==> src/rtl/calc_req_scheduler.sv <==
// Four-port round-robin front end for a shared calculator ALU.
// Collects two-cycle requests, issues one operation at a time, and routes results back.
module calc_req_scheduler #(
    parameter int NPORTS  = 4,
    parameter int TIMEOUT = 16,
    parameter int DW      = 32
) (
    input  logic          c_clk,
    input  logic          reset,
    input  logic [3:0]    req1_cmd_in,
    input  logic [DW-1:0] req1_data_in,
    input  logic [3:0]    req2_cmd_in,
    input  logic [DW-1:0] req2_data_in,
    input  logic [3:0]    req3_cmd_in,
    input  logic [DW-1:0] req3_data_in,
    input  logic [3:0]    req4_cmd_in,
    input  logic [DW-1:0] req4_data_in,
    output logic [1:0]    out_resp1,
    output logic [DW-1:0] out_data1,
    output logic [1:0]    out_resp2,
    output logic [DW-1:0] out_data2,
    output logic [1:0]    out_resp3,
    output logic [DW-1:0] out_data3,
    output logic [1:0]    out_resp4,
    output logic [DW-1:0] out_data4,
    output logic          alu_valid_out,
    output logic [3:0]    alu_cmd_out,
    output logic [DW-1:0] alu_op1_out,
    output logic [DW-1:0] alu_op2_out,
    input  logic [1:0]    alu_resp_in,
    input  logic [DW-1:0] alu_data_in,
    output logic [7:0]    drop_cnt
);

    typedef enum logic [1:0] {IDLE, OP2, PEND, WAIT} portState_t;

    localparam int TW = $clog2(TIMEOUT + 1);

    logic [3:0]    w_cmdIn  [NPORTS];
    logic [DW-1:0] w_dataIn [NPORTS];

    portState_t    r_state     [NPORTS];
    portState_t    w_stateNext [NPORTS];
    logic [3:0]    r_cmd       [NPORTS];
    logic [DW-1:0] r_op1       [NPORTS];
    logic [DW-1:0] r_op2       [NPORTS];
    logic [1:0]    r_resp      [NPORTS];
    logic [DW-1:0] r_data      [NPORTS];
    logic [NPORTS-1:0] r_rej;

    logic          r_busy;
    logic [1:0]    r_owner;
    logic [1:0]    r_ptr;
    logic [TW-1:0] r_tmr;
    logic          r_aluValid;
    logic [3:0]    r_aluCmd;
    logic [DW-1:0] r_aluOp1;
    logic [DW-1:0] r_aluOp2;
    logic [7:0]    r_dropCnt;

    logic [NPORTS-1:0] w_pend;
    logic [NPORTS-1:0] w_accept;
    logic [NPORTS-1:0] w_drop;
    logic [NPORTS-1:0] w_release;
    logic              w_done;
    logic              w_tmo;
    logic              w_aluFree;
    logic [2:0]        w_pick;
    logic              w_grant;
    logic [1:0]        w_grantIdx;
    logic [2:0]        w_dropSum;
    logic [8:0]        w_dropTotal;

    assign w_cmdIn[0]  = req1_cmd_in;
    assign w_cmdIn[1]  = req2_cmd_in;
    assign w_cmdIn[2]  = req3_cmd_in;
    assign w_cmdIn[3]  = req4_cmd_in;
    assign w_dataIn[0] = req1_data_in;
    assign w_dataIn[1] = req2_data_in;
    assign w_dataIn[2] = req3_data_in;
    assign w_dataIn[3] = req4_data_in;

    function automatic logic isValidCmd(input logic [3:0] cmd);
        return (cmd == 4'd1) || (cmd == 4'd2) || (cmd == 4'd5) || (cmd == 4'd6);
    endfunction

    // Returns {found, index} of the first pending port at or after ptr.
    function automatic logic [2:0] pickPort(input logic [3:0] pend, input logic [1:0] ptr);
        logic [1:0] idx;
        pickPort = 3'b000;
        for (int k = 3; k >= 0; k--) begin
            idx = ptr + 2'(k);
            if (pend[idx]) begin
                pickPort = {1'b1, idx};
            end
        end
    endfunction

    // A completion always wins over a timeout that lands on the same edge.
    assign w_done    = r_busy && (alu_resp_in != 2'd0);
    assign w_tmo     = r_busy && !w_done && (r_tmr == TW'(TIMEOUT));
    assign w_aluFree = !r_busy || w_done || w_tmo;

    always_ff @(posedge c_clk) begin
        if (reset) begin
            for (int p = 0; p < NPORTS; p++) begin
                r_state[p] <= IDLE;
            end
        end else begin
            for (int p = 0; p < NPORTS; p++) begin
                r_state[p] <= w_stateNext[p];
            end
        end
    end

    always_comb begin
        for (int p = 0; p < NPORTS; p++) begin
            w_stateNext[p] = r_state[p];
            case (r_state[p])
                IDLE: if (w_accept[p]) w_stateNext[p] = OP2;
                OP2:  w_stateNext[p] = isValidCmd(r_cmd[p]) ? PEND : IDLE;
                PEND: if (w_grant && (w_grantIdx == 2'(p))) w_stateNext[p] = WAIT;
                WAIT: if (w_release[p]) w_stateNext[p] = IDLE;
                default: w_stateNext[p] = IDLE;
            endcase
        end
    end

    // The cycle after a rejected command still counts as busy for new commands.
    always_comb begin
        w_pend    = '0;
        w_accept  = '0;
        w_drop    = '0;
        w_release = '0;
        for (int p = 0; p < NPORTS; p++) begin
            w_pend[p]    = (r_state[p] == PEND);
            w_accept[p]  = (r_state[p] == IDLE) && !r_rej[p] && (w_cmdIn[p] != 4'd0);
            w_drop[p]    = (w_cmdIn[p] != 4'd0) &&
                           ((r_state[p] == PEND) || (r_state[p] == WAIT) ||
                            ((r_state[p] == IDLE) && r_rej[p]));
            w_release[p] = (w_done || w_tmo) && (r_owner == 2'(p));
        end
    end

    always_comb begin
        w_pick     = pickPort(w_pend, r_ptr);
        w_grant    = w_aluFree && w_pick[2];
        w_grantIdx = w_pick[1:0];
    end

    always_comb begin
        w_dropSum = 3'd0;
        for (int p = 0; p < NPORTS; p++) begin
            w_dropSum = w_dropSum + 3'(w_drop[p]);
        end
        w_dropTotal = {1'b0, r_dropCnt} + 9'(w_dropSum);
    end

    always_ff @(posedge c_clk) begin
        if (reset) begin
            for (int p = 0; p < NPORTS; p++) begin
                r_cmd[p]  <= 4'd0;
                r_op1[p]  <= '0;
                r_op2[p]  <= '0;
                r_resp[p] <= 2'd0;
                r_data[p] <= '0;
            end
            r_rej      <= '0;
            r_busy     <= 1'b0;
            r_owner    <= 2'd0;
            r_ptr      <= 2'd0;
            r_tmr      <= '0;
            r_aluValid <= 1'b0;
            r_aluCmd   <= 4'd0;
            r_aluOp1   <= '0;
            r_aluOp2   <= '0;
            r_dropCnt  <= 8'd0;
        end else begin
            for (int p = 0; p < NPORTS; p++) begin
                if (w_accept[p]) begin
                    r_cmd[p] <= w_cmdIn[p];
                    r_op1[p] <= w_dataIn[p];
                end
                if (r_state[p] == OP2) begin
                    r_op2[p] <= w_dataIn[p];
                end
                r_rej[p] <= (r_state[p] == OP2) && !isValidCmd(r_cmd[p]);
                if (r_rej[p]) begin
                    r_resp[p] <= 2'd3;
                    r_data[p] <= '0;
                end else if (w_release[p] && w_done) begin
                    r_resp[p] <= alu_resp_in;
                    r_data[p] <= alu_data_in;
                end else if (w_release[p]) begin
                    r_resp[p] <= 2'd3;
                    r_data[p] <= '0;
                end else begin
                    r_resp[p] <= 2'd0;
                    r_data[p] <= '0;
                end
            end

            r_aluValid <= w_grant;
            if (w_grant) begin
                r_aluCmd <= r_cmd[w_grantIdx];
                r_aluOp1 <= r_op1[w_grantIdx];
                r_aluOp2 <= r_op2[w_grantIdx];
                r_owner  <= w_grantIdx;
                r_ptr    <= w_grantIdx + 2'd1;
                r_busy   <= 1'b1;
                r_tmr    <= '0;
            end else begin
                r_aluCmd <= 4'd0;
                r_aluOp1 <= '0;
                r_aluOp2 <= '0;
                if (w_done || w_tmo) begin
                    r_busy <= 1'b0;
                end else if (r_busy) begin
                    r_tmr <= r_tmr + TW'(1);
                end
            end

            r_dropCnt <= (w_dropTotal > 9'd255) ? 8'hFF : w_dropTotal[7:0];
        end
    end

    assign out_resp1     = r_resp[0];
    assign out_data1     = r_data[0];
    assign out_resp2     = r_resp[1];
    assign out_data2     = r_data[1];
    assign out_resp3     = r_resp[2];
    assign out_data3     = r_data[2];
    assign out_resp4     = r_resp[3];
    assign out_data4     = r_data[3];
    assign alu_valid_out = r_aluValid;
    assign alu_cmd_out   = r_aluCmd;
    assign alu_op1_out   = r_aluOp1;
    assign alu_op2_out   = r_aluOp2;
    assign drop_cnt      = r_dropCnt;

endmodule

==> config.mk <==
export PLATFORM = sky130hd
export DESIGN_NAME = calc_req_scheduler
export DESIGN_NICKNAME = d
export VERILOG_FILES = /design/src/rtl/calc_req_scheduler.sv
export SDC_FILE = /design/constraint.sdc
export NUM_CORES = 1
export LEC_CHECK = 0
export CAP_MARGIN = 20
export CORE_MARGIN = 2
export CORE_UTILIZATION = 56
export DETAILED_ROUTE_END_ITERATION = 6
export PLACE_DENSITY_LB_ADDON = 0.05
export SLEW_MARGIN = 10
export SYNTH_ARGS = -nofsm -noshare
export SYNTH_HDL_FRONTEND = slang
export SYNTH_SLANG_ARGS = --single-unit
==> constraint.sdc <==
create_clock -name c_clk -period 7.6 [get_ports c_clk]
set_input_delay 0.76 -clock c_clk [delete_from_list [all_inputs] [get_ports c_clk]]
set_output_delay 0.76 -clock c_clk [all_outputs]
set_load 0.1 [all_outputs]
==> reports/qor.yml <==
logic_synthesis:
  ys_types: 56
  synthArstFlopShare: 0
  synth_seq_area_share: 0.699
  ys.warnings.count: 0
  synth.largest_area_cell: "sky130_fd_sc_hd__edfxtp_1"
  synth-seq-cells: 507
  syn-mean-instance-area_um2: 14.7
  synth_edf_count: 408
  synth.cell_area_um2: 20400
  netlist_instances: 1389
  yosys.area.top_type_share: 0.601
  yosys-top-cells-area: "sky130_fd_sc_hd__edfxtp_1 (60%), sky130_fd_sc_hd__and2_1 (12%), sky130_fd_sc_hd__dfxtp_1 (9.7%), sky130_fd_sc_hd__mux2i_1 (6.8%), sky130_fd_sc_hd__o22ai_1 (1.7%)"
  dominantRegCellSynth: "sky130_fd_sc_hd__edfxtp_1"
sta:
  min_period_ps: 3530
  number_of_endpoints_failing_setup_at_the_final_stage: 0
  max_freq_ghz: 0.284
  tightestPinTransition_ps: 1140
  slew_violations: 0
  max-slew-margin-rel: 0.239
  hold_ws_ps: 519
  timing.setup.tns_ps: 0
  post-route-period-util: 0.464
  rsz0062_at_grt: "no"
  clock_skews_ps: 8.89
  final-hold-violation-count: 0
detailed_routing:
  wirelength_met1_mm: 19.8
  drt_wl_total_mm: 51.2
  remaining_drc_errors: 0
  met2RoutedLength_mm: 25.1
  viasPerCell: 5.27
  route.met3.wl_mm: 4.47
  initialDrtViolationCount: 777
  highest-signal-layer: "met5"
  routedWlPerCell_um: 21.2
  routed-via-count: 12800
  drtAntennaViolNets: 0
  drt_pre_antenna_iters: 5
global_route:
  grt_remaining_overflow: 0
  gr-usage-all-layers: 0.270
  number_of_antenna_violations_at_the_first_check_in_global_routing: 11
  global_route_wire_length_before_repair_mm: 76.5
  grt_start_max_net_pins: 69
  grt_pass1_vias: 13000
final_layout:
  layout.filler_cells: 2293
  share_of_final_layout_standard_cells_stronger_than_drive_strength_1: 0.0676
  layout.cell_area.non_filler_um2: 26800
  non_filler_instances: 2421
  post_layout_net_count: 2103
  area.growth.synth_to_final_pct: 31.7
worst_setup_path:
  arrival_ps: 4020
  timing.critical_path.to_type: "flop"
  reg2reg_depth: 7
  cp_data_required_time_ps: 8100
  ff2ff_setup_slack_ps: 4130
  crit_type: "in -> reg"
  path_max_fanout: 6
  setup.worst_path.start_class: "input pin"
  regToRegEndpoint: "r_state[3][0]$_SDFFE_PP0P_"
floorplanning:
  ioPinCount: 393
  fp-row-count: 69
  fp.coreArea_um2: 35700
  die_area_um2: 37900
  dieWidth_um: 195
  start_util: 0.571
  die_height_um: 195
power:
  power.total_w: 0.00986
  cellPowerDensity_nw_per_um2: 368
  p_leak_nw: 10.0
  vdd_drop_max_mv: 0.234
place:
  port_buffers: 392
  gpl.final_weighted_congestion: 0.824
  dp_hpwl_mm: 32.7
  placed_area_um2: 25200
  dp.cells: 2320
clock_network:
  cts_repair_resize_count: 0
  number_of_buffers_inserted_by_post_cts_setup_repair: 0
  root_cell_of_the_clock_tree: "sky130_fd_sc_hd__clkbuf_16"
  worstSkewPairLatency_ps: 580
  cts-buffers-inserted: 50
  ctsHtreeMaxLevel: 2
  maximum_buffer_depth_of_the_clock_tree: 3
  cts_hold_buf: 0
  cts_sinks: 507
  clkTransAtPathRegs_ps: 60
  cts_tree: "done"
job:
  cap_violations: 0
worst_hold_path:
  hold_path_startpoint: "r_ptr[0]$_SDFFE_PP0P_"
  worst_hold_path.endpoint: "r_ptr[0]$_SDFFE_PP0P_"
  worst_hold_path_type: "reg -> reg"
  hold_depth: 2
status:
  status: "finished, final reports clean"
routing by layer:
metal	up-vias	track usage
met4	8	0.101
li1	5912	-
met2	561	0.456
met1	6170	0.333
met5	-	0
met3	117	0.0741
Yosys cell counts (7+ instances only):
library cell	n
sky130_fd_sc_hd__nor2b_1	9
sky130_fd_sc_hd__nand2_1	9
sky130_fd_sc_hd__ha_1	7
sky130_fd_sc_hd__inv_1	13
sky130_fd_sc_hd__nand3_1	9
sky130_fd_sc_hd__a21oi_1	24
sky130_fd_sc_hd__buf_2	14
sky130_fd_sc_hd__xnor2_1	8
sky130_fd_sc_hd__nor3_1	8
sky130_fd_sc_hd__o22ai_2	14
sky130_fd_sc_hd__edfxtp_1	408
sky130_fd_sc_hd__buf_6	13
sky130_fd_sc_hd__and2_1	401
sky130_fd_sc_hd__o22ai_1	55
sky130_fd_sc_hd__nand2b_1	14
sky130_fd_sc_hd__dfxtp_1	99
sky130_fd_sc_hd__nor2_1	26
sky130_fd_sc_hd__clkbuf_1	42
sky130_fd_sc_hd__mux2i_1	139
cells in the final DEF, fill, tap and decap left out, types with 8 or more instances in the layout:
cell                                n
sky130_fd_sc_hd__nand2_1            8
sky130_fd_sc_hd__buf_4             20
sky130_fd_sc_hd__and2_1           401
sky130_fd_sc_hd__inv_1             13
sky130_fd_sc_hd__nor2_1            22
sky130_fd_sc_hd__o22ai_1           55
sky130_fd_sc_hd__clkinv_2           8
sky130_fd_sc_hd__dfxtp_1           99
sky130_fd_sc_hd__clkbuf_1          18
sky130_fd_sc_hd__nor2b_1            9
sky130_fd_sc_hd__nand2b_1          10
sky130_fd_sc_hd__clkbuf_16         51
sky130_fd_sc_hd__clkdlybuf4s50_1  391
sky130_fd_sc_hd__edfxtp_1         408
sky130_fd_sc_hd__o22ai_2           14
sky130_fd_sc_hd__mux2i_1          139
sky130_fd_sc_hd__conb_1           136
sky130_fd_sc_hd__nand3_1            9
sky130_fd_sc_hd__a21oi_1           24
sky130_fd_sc_hd__xnor2_1            8
registers in the layout (all words and copies together) (netlist names), named ones only:
signal         flops
r_state            4
r_resp             8
r_data           128
alu_valid_out      1
r_rej              4
alu_op1_out       32
drop_cnt           8
r_op1            128
r_cmd             16
r_op2            128
r_owner            2
alu_cmd_out        4
r_tmr              5
r_busy             1
alu_op2_out       32
r_ptr              2
metrics by stage:
| step | setup WS [ps] | utilization |
|---|---|---|
| floorplan | 4290 | - |
| global placement | 3580 | 0.708 |
| detailed placement | 3470 | 0.708 |
| CTS | 4070 | 0.751 |
| global route | 3900 | 0.753 |
| finish | 4070 | 0.753 |
layout make-up:
type / instances / area [um^2] / share of cell area
sequential: 507 / 14200 / 0.530
multi-input combinational: 926 / 6300 / 0.235
timing repair buffer: 414 / 4110 / 0.153
clock buffer: 76 / 1440 / 0.0537
tap: 461 / 577 / 0.0215
clock inverter: 16 / 101 / 0.00378
inverter: 14 / 52.6 / 0.00196
antenna: 7 / 17.5 / 0.000653
kinds of logic after synthesis:
group | after synthesis | share of synthesized area
flops | 507 | 0.699
xor+xnor | 12 | 0.00516
simple gates | 509 | 0.155
other cells | 1 | 0.000184
buf+inv | 91 | 0.0241
mux | 139 | 0.0683
fa+ha+maj | 10 | 0.00725
compound gates | 120 | 0.0416
where the power goes:
part,leakage [nW],internal (W),switching [W]
clock,0.759,0.00134,0.00101
sequential,5.17,0.00391,0.000288
combinational,4.06,0.00103,0.00229
total,10.0,0.00628,0.00358
worst max-delay path, cell delays in order:
cell and delay, ps:
sky130_fd_sc_hd__clkdlybuf4s50_1 430, sky130_fd_sc_hd__nor4_1 730, sky130_fd_sc_hd__or2_2 270, sky130_fd_sc_hd__fa_1 440
sky130_fd_sc_hd__fa_1 450, sky130_fd_sc_hd__inv_1 90, sky130_fd_sc_hd__fa_1 260, sky130_fd_sc_hd__and3_1 200
sky130_fd_sc_hd__nand3_1 190, sky130_fd_sc_hd__a21oi_1 190
worst max path at each step:
stage / start / to / slack (ps)
after CTS: req3_cmd_in[1] / drop_cnt[1]$_SDFF_PP0_ / 4070
after global placement: req3_cmd_in[1] / drop_cnt[1]$_SDFF_PP0_ / 3580
after detailed placement: req3_cmd_in[1] / drop_cnt[1]$_SDFF_PP0_ / 3470
after global routing: req3_cmd_in[0] / drop_cnt[3]$_SDFF_PP0_ / 3900
after floorplan: req4_cmd_in[0] / r_cmd[3][0]$_SDFFCE_PN0P_ / 4290
final: req3_cmd_in[1] / drop_cnt[1]$_SDFF_PP0_ / 4070
(Power assumes the default switching activity.)
